### src/rtl/sev_seg_scan_if.sv
// Bus bundle for sev_seg_scan: load handshake towards the feeder and the
// multiplexed digit outputs towards the 7-segment decoder and anode drivers.
interface sev_seg_scan_if #(
    parameter int unsigned NUM_DIGITS = 4
);
    logic [4*NUM_DIGITS-1:0] value_in;
    logic [NUM_DIGITS-1:0]   dp_in;
    logic                    load;
    logic                    load_ack;
    logic                    busy;
    logic [3:0]              digit_nib;
    logic [NUM_DIGITS-1:0]   digit_en_n;
    logic                    dp_n;

    // Feeder / testbench side
    modport master (
        output value_in, dp_in, load,
        input  load_ack, busy, digit_nib, digit_en_n, dp_n
    );

    // Scanner side
    modport slave (
        input  value_in, dp_in, load,
        output load_ack, busy, digit_nib, digit_en_n, dp_n
    );
endinterface

### src/rtl/sev_seg_scan.sv
// sev_seg_scan: time-multiplexes a double-buffered multi-digit hex value onto
// a single 4-bit-to-7-segment decoder. Loads are committed only at a frame
// boundary so a frame never mixes old and new digits.
// Decoder hookup: w3=digit_nib[3], w0=digit_nib[2], w1=digit_nib[1], w2=digit_nib[0].
// Optional macro SEV_SEG_LEADING_ZERO_BLANK_EN enables leading-zero blanking.
module sev_seg_scan #(
    parameter int unsigned NUM_DIGITS  = 4,
    parameter int unsigned REFRESH_DIV = 50000
) (
    input logic           i_clk,
    input logic           i_reset,
    sev_seg_scan_if.slave io_bus
);

    localparam int unsigned PW = $clog2(REFRESH_DIV);
    localparam int unsigned IW = $clog2(NUM_DIGITS);
    localparam logic [PW-1:0] PRESC_TC = PW'(REFRESH_DIV - 1);
    localparam logic [IW-1:0] IDX_LAST = IW'(NUM_DIGITS - 1);

    typedef enum logic [0:0] {StIdle, StPend} state_t;

    logic [PW-1:0]           r_presc;
    logic [IW-1:0]           r_idx;
    state_t                  r_state;
    logic [4*NUM_DIGITS-1:0] r_pend_val;
    logic [NUM_DIGITS-1:0]   r_pend_dp;
    logic [4*NUM_DIGITS-1:0] r_disp_val;
    logic [NUM_DIGITS-1:0]   r_disp_dp;
    logic                    r_busy;
    logic                    r_ack;
    logic [3:0]              r_nib;
    logic [NUM_DIGITS-1:0]   r_en_n;
    logic                    r_dp_n;

    logic                    w_tc;
    logic                    w_frame;
    logic [3:0]              w_nib;
    logic                    w_dp;
    logic                    w_blank_sel;
    logic [NUM_DIGITS-1:0]   w_en_n;
    logic [NUM_DIGITS-1:0]   w_blank;

    assign w_tc    = (r_presc == PRESC_TC);
    assign w_frame = w_tc && (r_idx == IDX_LAST);

    // Prescaler and digit index: one slot of REFRESH_DIV cycles per digit
    always_ff @(posedge i_clk) begin
        if (i_reset) begin
            r_presc <= '0;
            r_idx   <= '0;
        end else if (w_tc) begin
            r_presc <= '0;
            r_idx   <= (r_idx == IDX_LAST) ? '0 : r_idx + 1'b1;
        end else begin
            r_presc <= r_presc + 1'b1;
        end
    end

    // Load FSM: capture into pending, commit to display at the frame boundary.
    // A load landing on the commit cycle itself is kept pending for the next frame.
    always_ff @(posedge i_clk) begin
        if (i_reset) begin
            r_state    <= StIdle;
            r_pend_val <= '0;
            r_pend_dp  <= '0;
            r_disp_val <= '0;
            r_disp_dp  <= '0;
            r_busy     <= 1'b0;
            r_ack      <= 1'b0;
        end else begin
            r_ack <= 1'b0;
            unique case (r_state)
                StIdle: begin
                    if (io_bus.load) begin
                        r_pend_val <= io_bus.value_in;
                        r_pend_dp  <= io_bus.dp_in;
                        r_busy     <= 1'b1;
                        r_state    <= StPend;
                    end
                end
                StPend: begin
                    if (w_frame) begin
                        r_disp_val <= r_pend_val;
                        r_disp_dp  <= r_pend_dp;
                        r_ack      <= 1'b1;
                        r_busy     <= io_bus.load;
                        r_state    <= io_bus.load ? StPend : StIdle;
                    end
                    if (io_bus.load) begin
                        r_pend_val <= io_bus.value_in;
                        r_pend_dp  <= io_bus.dp_in;
                    end
                end
                default: r_state <= StIdle;
            endcase
        end
    end

`ifdef SEV_SEG_LEADING_ZERO_BLANK_EN
    // Blank a digit when it and every more-significant nibble are zero and its dp is off
    always_comb begin
        logic v_zero;
        v_zero  = 1'b1;
        w_blank = '0;
        for (int i = int'(NUM_DIGITS) - 1; i >= 0; i--) begin
            v_zero     = v_zero && (r_disp_val[4*i +: 4] == 4'h0);
            w_blank[i] = (i != 0) && v_zero && !r_disp_dp[i];
        end
    end
`else
    assign w_blank = '0;
`endif

    // Select nibble, dp and blank flag of the current digit
    always_comb begin
        w_nib       = 4'h0;
        w_dp        = 1'b0;
        w_blank_sel = 1'b0;
        for (int i = 0; i < int'(NUM_DIGITS); i++) begin
            if (r_idx == IW'(i)) begin
                w_nib       = r_disp_val[4*i +: 4];
                w_dp        = r_disp_dp[i];
                w_blank_sel = w_blank[i];
            end
        end
        w_en_n = ~(NUM_DIGITS'(1) << r_idx);
    end

    // Output register: all digit outputs change together, one cycle after the index
    always_ff @(posedge i_clk) begin
        if (i_reset) begin
            r_nib  <= 4'h0;
            r_en_n <= {{(NUM_DIGITS-1){1'b1}}, 1'b0};
            r_dp_n <= 1'b1;
        end else begin
            r_nib  <= w_nib;
            r_en_n <= w_blank_sel ? '1 : w_en_n;
            r_dp_n <= w_blank_sel | ~w_dp;
        end
    end

    assign io_bus.load_ack   = r_ack;
    assign io_bus.busy       = r_busy;
    assign io_bus.digit_nib  = r_nib;
    assign io_bus.digit_en_n = r_en_n;
    assign io_bus.dp_n       = r_dp_n;

endmodule

### src/flat_wrapper.sv
// flat-port wrapper written by rule: the top's interface ports become plain ports
module sev_seg_scan_flat 
#(
    parameter int unsigned NUM_DIGITS  = 4,
    parameter int unsigned REFRESH_DIV = 50000
)
  (i_clk, i_reset, io_bus_value_in, io_bus_dp_in, io_bus_load, io_bus_load_ack, io_bus_busy, io_bus_digit_nib, io_bus_digit_en_n, io_bus_dp_n);
  sev_seg_scan_if #(.NUM_DIGITS(NUM_DIGITS)) io_bus_i ();
  input logic i_clk;
  input logic i_reset;
  input wire logic [$bits(io_bus_i.value_in)-1:0] io_bus_value_in;
  input wire logic [$bits(io_bus_i.dp_in)-1:0] io_bus_dp_in;
  input wire logic [$bits(io_bus_i.load)-1:0] io_bus_load;
  output wire logic [$bits(io_bus_i.load_ack)-1:0] io_bus_load_ack;
  output wire logic [$bits(io_bus_i.busy)-1:0] io_bus_busy;
  output wire logic [$bits(io_bus_i.digit_nib)-1:0] io_bus_digit_nib;
  output wire logic [$bits(io_bus_i.digit_en_n)-1:0] io_bus_digit_en_n;
  output wire logic [$bits(io_bus_i.dp_n)-1:0] io_bus_dp_n;
  assign io_bus_i.value_in = io_bus_value_in;
  assign io_bus_i.dp_in = io_bus_dp_in;
  assign io_bus_i.load = io_bus_load;
  assign io_bus_load_ack = io_bus_i.load_ack;
  assign io_bus_busy = io_bus_i.busy;
  assign io_bus_digit_nib = io_bus_i.digit_nib;
  assign io_bus_digit_en_n = io_bus_i.digit_en_n;
  assign io_bus_dp_n = io_bus_i.dp_n;
  sev_seg_scan #(.NUM_DIGITS(NUM_DIGITS), .REFRESH_DIV(REFRESH_DIV)) u_core (.i_clk(i_clk), .i_reset(i_reset), .io_bus(io_bus_i));
endmodule
### config.mk
export PLATFORM = sky130hd
export DESIGN_NAME = sev_seg_scan_flat
export DESIGN_NICKNAME = d
export VERILOG_FILES = /design/src/rtl/sev_seg_scan_if.sv /design/src/rtl/sev_seg_scan.sv /design/src/flat_wrapper.sv
export SDC_FILE = /design/constraint.sdc
export NUM_CORES = 1
export LEC_CHECK = 0
export ABC_AREA = 1
export ABC_CLOCK_PERIOD_IN_PS = 1790
export BUFFER_PORTS_ARGS = -buffer_cell sky130_fd_sc_hd__buf_2
export CORE_ASPECT_RATIO = 1.4
export CORE_MARGIN = 2
export CORE_UTILIZATION = 57
export CTS_BUF_LIST = sky130_fd_sc_hd__clkbuf_16
export DETAILED_ROUTE_END_ITERATION = 8
export PLACE_DENSITY = 0.84
export SLEW_MARGIN = 20
export SYNTH_ARGS = -nofsm -noshare
export SYNTH_HDL_FRONTEND = slang
export SYNTH_SLANG_ARGS = --single-unit
### constraint.sdc
create_clock -name i_clk -period 1.79 [get_ports i_clk]
set_input_delay 0.0895 -clock i_clk [delete_from_list [all_inputs] [get_ports i_clk]]
set_output_delay 0.0895 -clock i_clk [all_outputs]
set_load 0.005 [all_outputs]
==> flow_metrics.tcl, run 1 <==
set metrics [dict create \
    dieArea_mm2 0.00569 \
    gr-usage-all-layers 0.243 \
    sw_frac_of_total 0.208 \
    clockRootBuffer "clkbuf_16" \
    maxCapViolCount 0 \
    synthCells 399 \
    wl_mm 6.09 \
    core_mm2 0.00488 \
    path_max_fanout 15 \
    cts_setup_buffers 0 \
    final_nets 475 \
    slew_headroom 0.691 \
    avgSynthCellArea_um2 7.28 \
    final_common_cell "nor2_1" \
    r2r_end "u_core.r_presc[13]" \
    rsz0062_at_grt "no" \
    ys_seq_elements 70 \
    placedCellCount 485 \
    critPathArrivalTime_ns 1.81 \
    drv_slew 0 \
    final_cell_mix "106 x nor2_1, 74 x nand2_1, 70 x dfxtp_1" \
    cp_cell_sequence "ha_1, nand3_2, nor2_2, nand2_1, nand2_2, nor3_1" \
    final.setup.tns_ns 0 \
    slowest_delay_ns 0.35 \
    grt_max_degree 41 \
    grt_pass1_vias 2494 \
    area_growth_syn_to_layout_pct 21.4 \
    die_width_um 64.3 \
    cts_made_buffers 9 \
    stdcell_count 516 \
    cts.sink_count 70 \
    violations "hold timing" \
    clock_skew_ns 0.00524 \
    outcome "complete, but fails checks" \
    critical_path_required_ns 2.00 \
    max_clock_freq_mhz 624 \
    grt_antenna_before_repair 0 \
    rr_startpoint "u_core.r_presc[0]" \
    worstSkewPairLatency_ns 0.33 \
    netlist.top_cell.by_area "dfxtp_1" \
    synth-warning-count 0 \
    initial_core_util 0.595 \
    hold_viol_final 2 \
    place.gp.congestion 0.769 \
    cts_tree "done" \
    period_share 0.896 \
    finish.utilization 0.723 \
    drive_gt1_frac 0.135 \
    htreeDepth 3 \
    drc 0 \
    syn-cell-area_mm2 0.00291 \
    synth_cell_types 26 \
    crit_path_start_kind "flip-flop" \
    reg2regPathDepth 6 \
    p_switching_mw 0.714 \
    hold_end "u_core.r_pend_val[11]" \
    vias 2560 \
    hpwlAfterDp_mm 4.10 \
    grt_pass1_wl_mm 10.6 \
    hold_ws_ns -0.00615 \
    powerDensity_mw_per_mm2 975 \
    grt-ovfl-total 0 \
    drtIter0Drc 81 \
    hold_start "io_bus_value_in[11]" \
    port_buffers 33 \
    holdPathStages 3 \
    placementRows 30 \
    total_power_mw 3.44 \
    setup_viol 0 \
    clkPwrFrac 0.485 \
    synth_area_leaders "dfxtp_1 48%, nor2_1 14%, nand2_1 9.6%" \
    seqPwrFrac 0.472 \
    fp.dieH_um 88.5 \
    syn_nets 427 \
    cp-end-kind "flip-flop" \
    avgViaCountPerCell 4.96 \
    netlist.area_leader.share 0.482 \
    worstHoldPathType "in -> reg" \
    drt_pre_antenna_iters 4 \
    ir_worst_vdd_v 0.000989 \
    cell_internal_pwr_mw 2.72 \
    reg2reg_slack_ns 0.19 \
    crit_slowest_cell "dfxtp_1" \
    period_minus_slack_ns 1.60 \
    diodes 0 \
    ant_nets 0 \
    ys_seq_area_frac 0.482 \
    path_class "reg -> reg" \
    clockBufferDepth 2 \
    cts.clk_slew.worst_paths_ns 0.05 \
    ios 34 \
    tightestPinTransition_ns 0.463 \
    routedWlPerCell_um 11.8 \
    p_comb_frac 0.043 \
    power.leakage_nw 1.67 \
]
## flip-flops by register name, indices dropped and copies added (netlist names)
| signal | cells |
|---|---|
| u_core.r_disp_dp | 4 |
| u_core.io_bus.digit_nib | 4 |
| u_core.r_presc | 16 |
| u_core.io_bus.digit_en_n | 4 |
| u_core.r_disp_val | 16 |
| u_core.r_pend_dp | 4 |
| u_core.io_bus.dp_n | 1 |
| u_core.r_idx | 2 |
| u_core.r_pend_val | 16 |
| u_core.io_bus.busy | 1 |
| u_core.r_state | 1 |
| u_core.io_bus.load_ack | 1 |
## routing by layer
layer  vias to the layer above  GRT usage  share of wire
met5                         -          0              0
met4                         0      0.118          0.025
met3                        13     0.0534          0.032
met2                        45      0.461           0.53
met1                      1163      0.250           0.41
li1                       1339          -              -
## cells by family after synthesis
logic type | after synthesis | synth area share
DFF | 70 | 0.482
adders and majority gates | 5 | 0.0215
and+or+nand+nor | 208 | 0.297
xor gates and xnor gates | 5 | 0.0151
AOI/OAI and AO/OA | 52 | 0.0969
buffers and inverters | 59 | 0.0870
## timing repair
action / 4_1_cts / 5_1_grt
gates resized for setup: 0 / 0
hold buffers: 15 / 0
endpoints found under the hold margin: 15 / 0
## layout make-up
cell class,count,area [µm²]
clock inverters,7,57.6
flip-flops and latches,70,1400
well taps,64,80.1
clock buffers,9,225
repair buffers,52,345
inverters,44,165
fillers,386,1350
multi-input cells,270,1250
## worst max path at each step
stage / startpoint / to / slack (ns) / depth (start not counted)
5_1_grt: u_core.r_presc[0] / u_core.r_disp_val[9] / 0.04 / 8
3_5_place_dp: u_core.r_presc[0] / u_core.r_presc[13] / 0.23 / 6
2_1_floorplan: u_core.r_presc[0] / u_core.r_presc[6] / 0.43 / 7
4_1_cts: u_core.r_presc[0] / u_core.r_presc[13] / 0.18 / 6
6_report: u_core.r_presc[0] / u_core.r_presc[13] / 0.19 / 6
3_3_place_gp: u_core.r_presc[0] / u_core.r_presc[13] / 0.26 / 6
## stage by stage
| step | worst slack (ns) | hold slack (ns) | instance area (µm²) |
|---|---|---|---|
| after global routing | 0.0434 | 0.0101 | 3530 |
| after CTS | 0.178 | 0.000104 | 3530 |
| final | 0.187 | -0.00615 | 3530 |
| after floorplan | 0.431 | 0.156 | 2910 |
| after detailed placement | 0.226 | 0.317 | 3090 |
| after global placement | 0.264 | 0.309 | 3090 |
## Yosys cell counts
cell	count
nand3_2	2
a31oi_1	1
nor2_1	106
nand2_2	3
o21ai_0	32
inv_1	43
nand2_1	74
nand3_1	8
nor2_4	1
a21oi_1	13
ha_1	5
o211ai_1	1
o221ai_1	4
nand4_4	1
clkbuf_1	5
buf_2	7
nor2_2	2
buf_6	3
nor3_1	7
a211oi_1	1
dfxtp_1	70
nand4_1	1
inv_2	1
xor2_1	5
nand3b_1	1
nor3b_1	2
## critical path, delay by kind of cell, from the launching register on
kind | cells | cell delay, ns
simple gates | 5 | 0.91
flops | 1 | 0.35
fa+ha+maj | 1 | 0.23
## power groups by stage
stage	combinational [mW]	sequential [mW]	clock, mW
floorplan	0.0774	1.65	0
global placement	0.116	1.65	0
global route	0.169	1.63	1.76
finish	0.146	1.62	1.67
CTS	0.147	1.62	1.69
detailed placement	0.119	1.66	0
No activity file was read; power rests on OpenSTA's default activity.
==> inputs of run 2 (changes only) <==
CORE_UTILIZATION = 45   (was 57)
PLACE_DENSITY = 0.7   (was 0.84)
RECOVER_POWER = 100   (was default)
==> run 2 against run 1 <==
Net effect:
- the flow now finishes without violations
- critical path type unchanged
- worst setup slack better by 0.032 ns
- final area rose by 2.8%
- first-iteration DRC count shrank 1.2%
- worst hold slack better by 0.044 ns
- flip-flop and latch count did not move
- sequential power hardly changed
- register-to-register slack better by 0.03 ns
- routed wire length shrank 0.69%
- clock skew rose by 0.0011 ns
- cell count grew 2.7%
- largest power group unchanged
==> flow_metrics.tcl, run 2 (synthesized netlist as in run 1, its figures left out) <==
set metrics [dict create \
    final_cell_mix "106 x nor2_1, 74 x nand2_1, 70 x dfxtp_1" \
    critPathArrivalTime_ns 1.84 \
    core_mm2 0.00621 \
    stdcell_count 530 \
    cts_setup_buffers 0 \
    slowest_delay_ns 0.35 \
    clock_skew_ns 0.00635 \
    top_regs "u_core.r_disp_val (16), u_core.r_pend_val (16), u_core.r_presc (16)" \
    period_minus_slack_ns 1.57 \
    ios 34 \
    fin_area_mm2 0.00362 \
    powerDensity_mw_per_mm2 1010 \
    hold_ws_ns 0.0380 \
    worstSkewPairLatency_ns 0.33 \
    ir_worst_vdd_v 0.000791 \
    routedWlPerCell_um 11.4 \
    drtIter0Drc 80 \
    rsz0062_at_grt "no" \
    grt-ovfl-total 0 \
    worstHoldPathType "in -> reg" \
    hold_viol_final 0 \
    die_width_um 71.9 \
    dieArea_mm2 0.00712 \
    critical_path_required_ns 2.06 \
    drc 0 \
    holdBufCountCts 19 \
    grt_antenna_before_repair 0 \
    grt_pass1_wl_mm 10.4 \
    path_max_fanout 40 \
    drive_gt1_frac 0.133 \
    diodes 0 \
    power.leakage_nw 1.69 \
    cts_tree "done" \
    cp-end-kind "flip-flop" \
    placedCellCount 495 \
    tightestPinTransition_ns 0.788 \
    vias 2528 \
    area_growth_syn_to_layout_pct 24.8 \
    grt_pass1_vias 2386 \
    grt_max_degree 41 \
    final_common_cell "nor2_1" \
    clockRootBuffer "clkbuf_16" \
    place.gp.congestion 0.855 \
    initial_core_util 0.468 \
    slew_headroom 0.474 \
    setup_viol 0 \
    final_nets 481 \
    holdPathStages 2 \
    drv_slew 0 \
    cp_cell_sequence "ha_1, nand3_2, nor2_2, nand4_4, buf_4, nand2_1, nand2_1, nor2_1" \
    drt_pre_antenna_iters 4 \
    dpl_cell_area_mm2 0.00312 \
    placementRows 34 \
    worst_path_most_repeated_cell "nand2_1" \
    outcome "complete, no violations" \
    maxCapViolCount 0 \
    fp.dieH_um 99.1 \
    cts.sink_count 70 \
    gr-usage-all-layers 0.187 \
    crit_slowest_cell "dfxtp_1" \
    port_buffers 33 \
    avgViaCountPerCell 4.77 \
    final.setup.tns_ns 0 \
    htreeDepth 3 \
    cts_made_buffers 9 \
    clockBufferDepth 2 \
    period_share 0.878 \
    reg2regPathDepth 8 \
    ant_nets 0 \
    wl_mm 6.05 \
    hpwlAfterDp_mm 4.10 \
    path_class "reg -> reg" \
    cts.clk_slew.worst_paths_ns 0.06 \
    max_clock_freq_mhz 636 \
    cts-resized-gates 0 \
    crit_path_start_kind "flip-flop" \
]
==> run 2: per-layer routing <==
layer / vias up / track usage / part of all wire
met5: - / 0 / 0
met4: 0 / 0.0769 / 0.020
met3: 11 / 0.0511 / 0.030
met2: 42 / 0.329 / 0.52
met1: 1130 / 0.208 / 0.43
li1: 1345 / - / -
==> run 2: worst paths after layout <==
path                          start                    end  slack [ns]
setup / recovery  u_core.r_presc[0]  u_core.r_disp_val[14]        0.22
hold / removal              i_reset         u_core.r_state        0.04
setup reg to reg  u_core.r_presc[0]  u_core.r_disp_val[14]        0.22
hold reg to reg   u_core.r_presc[0]      u_core.r_presc[0]        0.46
==> run 2: final cells by class <==
cell class,count,area (µm²)
fillers,577,2590
flip-flops and latches,70,1400
multi-input cells,270,1250
repair buffers,58,393
clock buffers,9,225
inverters,44,165
clock inverters,7,98.8
well taps,72,90.1
==> run 2: metrics by stage <==
stage / setup slack (ns) / utilization / total power, mW
after floorplan: 0.431 / - / 1.73
after global placement: 0.266 / 0.502 / 1.77
after detailed placement: 0.230 / 0.502 / 1.78
after CTS: 0.209 / 0.585 / 3.70
after global routing: 0.0368 / 0.584 / 3.80
final: 0.219 / 0.584 / 3.66
==> run 2: power by group <==
group	switching [mW]	total (mW)	internal, mW	leakage [nW]
logic	0.0767	0.152	0.0757	0.969
registers	0.0222	1.62	1.60	0.570
clock network	0.668	1.89	1.22	0.156
total	0.767	3.66	2.90	1.69
==> run 2: critical path, delay by kind of cell (launching register included) <==
family	cells	cell delay (ns)
and+or+nand+nor	6	0.68
DFF	1	0.35
buffers and inverters	1	0.27
adders and majority gates	1	0.21
==> inputs of run 3 (changes only) <==
CAP_MARGIN = 20   (was default)
CORE_UTILIZATION = 50   (was 45)
PLACE_DENSITY = 0.76   (was 0.7)
==> run 3 against run 2 <==
Net effect:
- non-clock buffer count shrank 3
- critical path depth stayed put
- flip-flop and latch count is the same
- die area down 9.5%
- routed wire length grew 1.4%
- register-to-register slack about the same
- sequential power barely moved
- worst hold slack improved by 0.0045 ns
- sequential share of layout area is 0.13 points higher
- combinational power about the same
- critical endpoint is now u_core.r_disp_val[11]
==> flow_metrics.tcl, run 3 (synthesized netlist as in run 1, its figures left out) <==
set metrics [dict create \
    holdPathStages 2 \
    final_common_cell "nor2_1" \
    cts.sink_count 70 \
    crit_path_start_kind "flip-flop" \
    ant_nets 0 \
    htreeDepth 3 \
    drive_gt1_frac 0.123 \
    routedWlPerCell_um 11.7 \
    avgViaCountPerCell 4.86 \
    ir_worst_vdd_v 0.000649 \
    placedCellCount 488 \
    critical_path_required_ns 2.06 \
    path_max_fanout 40 \
    drc 0 \
    vias 2540 \
    critPathArrivalTime_ns 1.85 \
    diodes 0 \
    cts_setup_buffers 0 \
    grt_pass1_wl_mm 10.2 \
    cp-end-kind "flip-flop" \
    grt_pass1_vias 2438 \
    tightestPinTransition_ns 0.779 \
    hpwlAfterDp_mm 4.13 \
    worstHoldPathType "in -> reg" \
    outcome "complete, no violations" \
    powerDensity_mw_per_mm2 1040 \
    grt-ovfl-total 0 \
    final.setup.tns_ns 0 \
    dieArea_mm2 0.00644 \
    r2r_end "u_core.r_disp_val[11]" \
    startpoint "u_core.r_presc[0]" \
    cts.clk_slew.worst_paths_ns 0.05 \
    worst_slack_ns 0.206 \
    clock_skew_ns 0.00457 \
    setup_viol 0 \
    total_power_mw 3.76 \
    reg2regPathDepth 8 \
    crit_slowest_cell "dfxtp_1" \
    slew_headroom 0.481 \
    stdcell_count 523 \
    place_ws_ns 0.187 \
    ios 34 \
    rr_startpoint "u_core.r_presc[0]" \
    drv_slew 0 \
    maxCapViolCount 0 \
    slowest_delay_ns 0.35 \
    initial_core_util 0.522 \
    rsz0062_at_grt "no" \
    period_share 0.885 \
    grt_antenna_before_repair 0 \
    port_buffers 33 \
    top_regs "u_core.r_disp_val (16), u_core.r_pend_val (16), u_core.r_presc (16)" \
    period_minus_slack_ns 1.58 \
    grt_max_degree 41 \
    cts_tree "done" \
    clockRootBuffer "clkbuf_16" \
    cts_made_buffers 9 \
    hold_end "u_core.io_bus.busy" \
    power.leakage_nw 1.68 \
    area_growth_syn_to_layout_pct 24.3 \
    place.gp.congestion 0.775 \
    drtIter0Drc 98 \
    fp.dieH_um 94.2 \
    clockBufferDepth 2 \
    hold_viol_final 0 \
    wl_mm 6.14 \
    die_width_um 68.4 \
    core_mm2 0.00557 \
    cp_cell_sequence "ha_1, nand3_2, nor2_2, nand4_4, buf_4, nand2_1, nand2_1, nor2_1" \
    worst_path_most_repeated_cell "nand2_1" \
    final_nets 478 \
    max_clock_freq_mhz 631 \
    reg2reg_slack_ns 0.21 \
    hold_start "i_reset" \
    fillers 472 \
    final_cell_mix "106 x nor2_1, 74 x nand2_1, 70 x dfxtp_1" \
    placementRows 32 \
    path_class "reg -> reg" \
    worstSkewPairLatency_ns 0.33 \
    drt_pre_antenna_iters 4 \
    gr-usage-all-layers 0.213 \
]
[run 3: changes by cell type in the layout (fill, tap and decap cells not counted)]
cell / previous run / this run
clkbuf_1: 4 / 5
clkinvlp_4: 1 / 0
buf_2: 30 / 28
buf_4: 5 / 3
bufinv_16: 2 / 3
clkinv_4: 3 / 1
clkinv_2: 1 / 2
clkinv_1: 0 / 1
[run 3: critical path, delay by kind of cell (launching register included)]
family / cells / cell delay, ns
simple gates: 6 / 0.67
buf+inv: 1 / 0.26
flops: 1 / 0.35
fa+ha+maj: 1 / 0.21
[run 3: worst max-delay path by stage]
stage	endpoint	cells after the start	slack, ns
after global placement	u_core.r_presc[13]	6	0.25
final	u_core.r_disp_val[11]	8	0.21
after CTS	u_core.r_presc[13]	6	0.18
after floorplan	u_core.r_presc[6]	7	0.43
after detailed placement	u_core.r_presc[13]	6	0.19
after global routing	u_core.r_disp_val[11]	8	0.01
[run 3: metal layers]
metal,vias to the layer above,track usage,wire length (µm)
met5,-,0,0
met4,0,0.110,103
li1,1341,-,-
met2,45,0.393,3250
met3,9,0.0324,187
met1,1145,0.220,2600
[run 3: metrics by stage]
| stage | cell area [µm²] | util | hold slack [ns] |
|---|---|---|---|
| final | 3610 | 0.649 | 0.0425 |
| after global routing | 3610 | 0.649 | 0.0592 |
| after CTS | 3620 | 0.650 | 0.0294 |
| after detailed placement | 3090 | 0.555 | 0.317 |
| after global placement | 3090 | 0.555 | 0.310 |
| after floorplan | 2910 | - | 0.156 |
[run 3: cell type report]
type	count	area (µm²)	area share
clock buffer	9	225	0.0623
clock inverter	7	113	0.0312
inverter	44	165	0.0457
multi-input combinational	270	1250	0.346
sequential	70	1400	0.388
tap	68	85.1	0.0236
timing repair buffer	55	372	0.103
[run 3: power by group]
group	switching (mW)	leakage, nW	internal [mW]	total [mW]
Sequential	0.0231	0.570	1.60	1.62
Clock	0.638	0.167	1.35	1.99
Combinational	0.0769	0.946	0.0729	0.150
[run 3: what timing repair did]
item / CTS / global route
hold buffers: 19 / 0
hold endpoints to repair: 19 / 0
resized for setup: 0 / 0
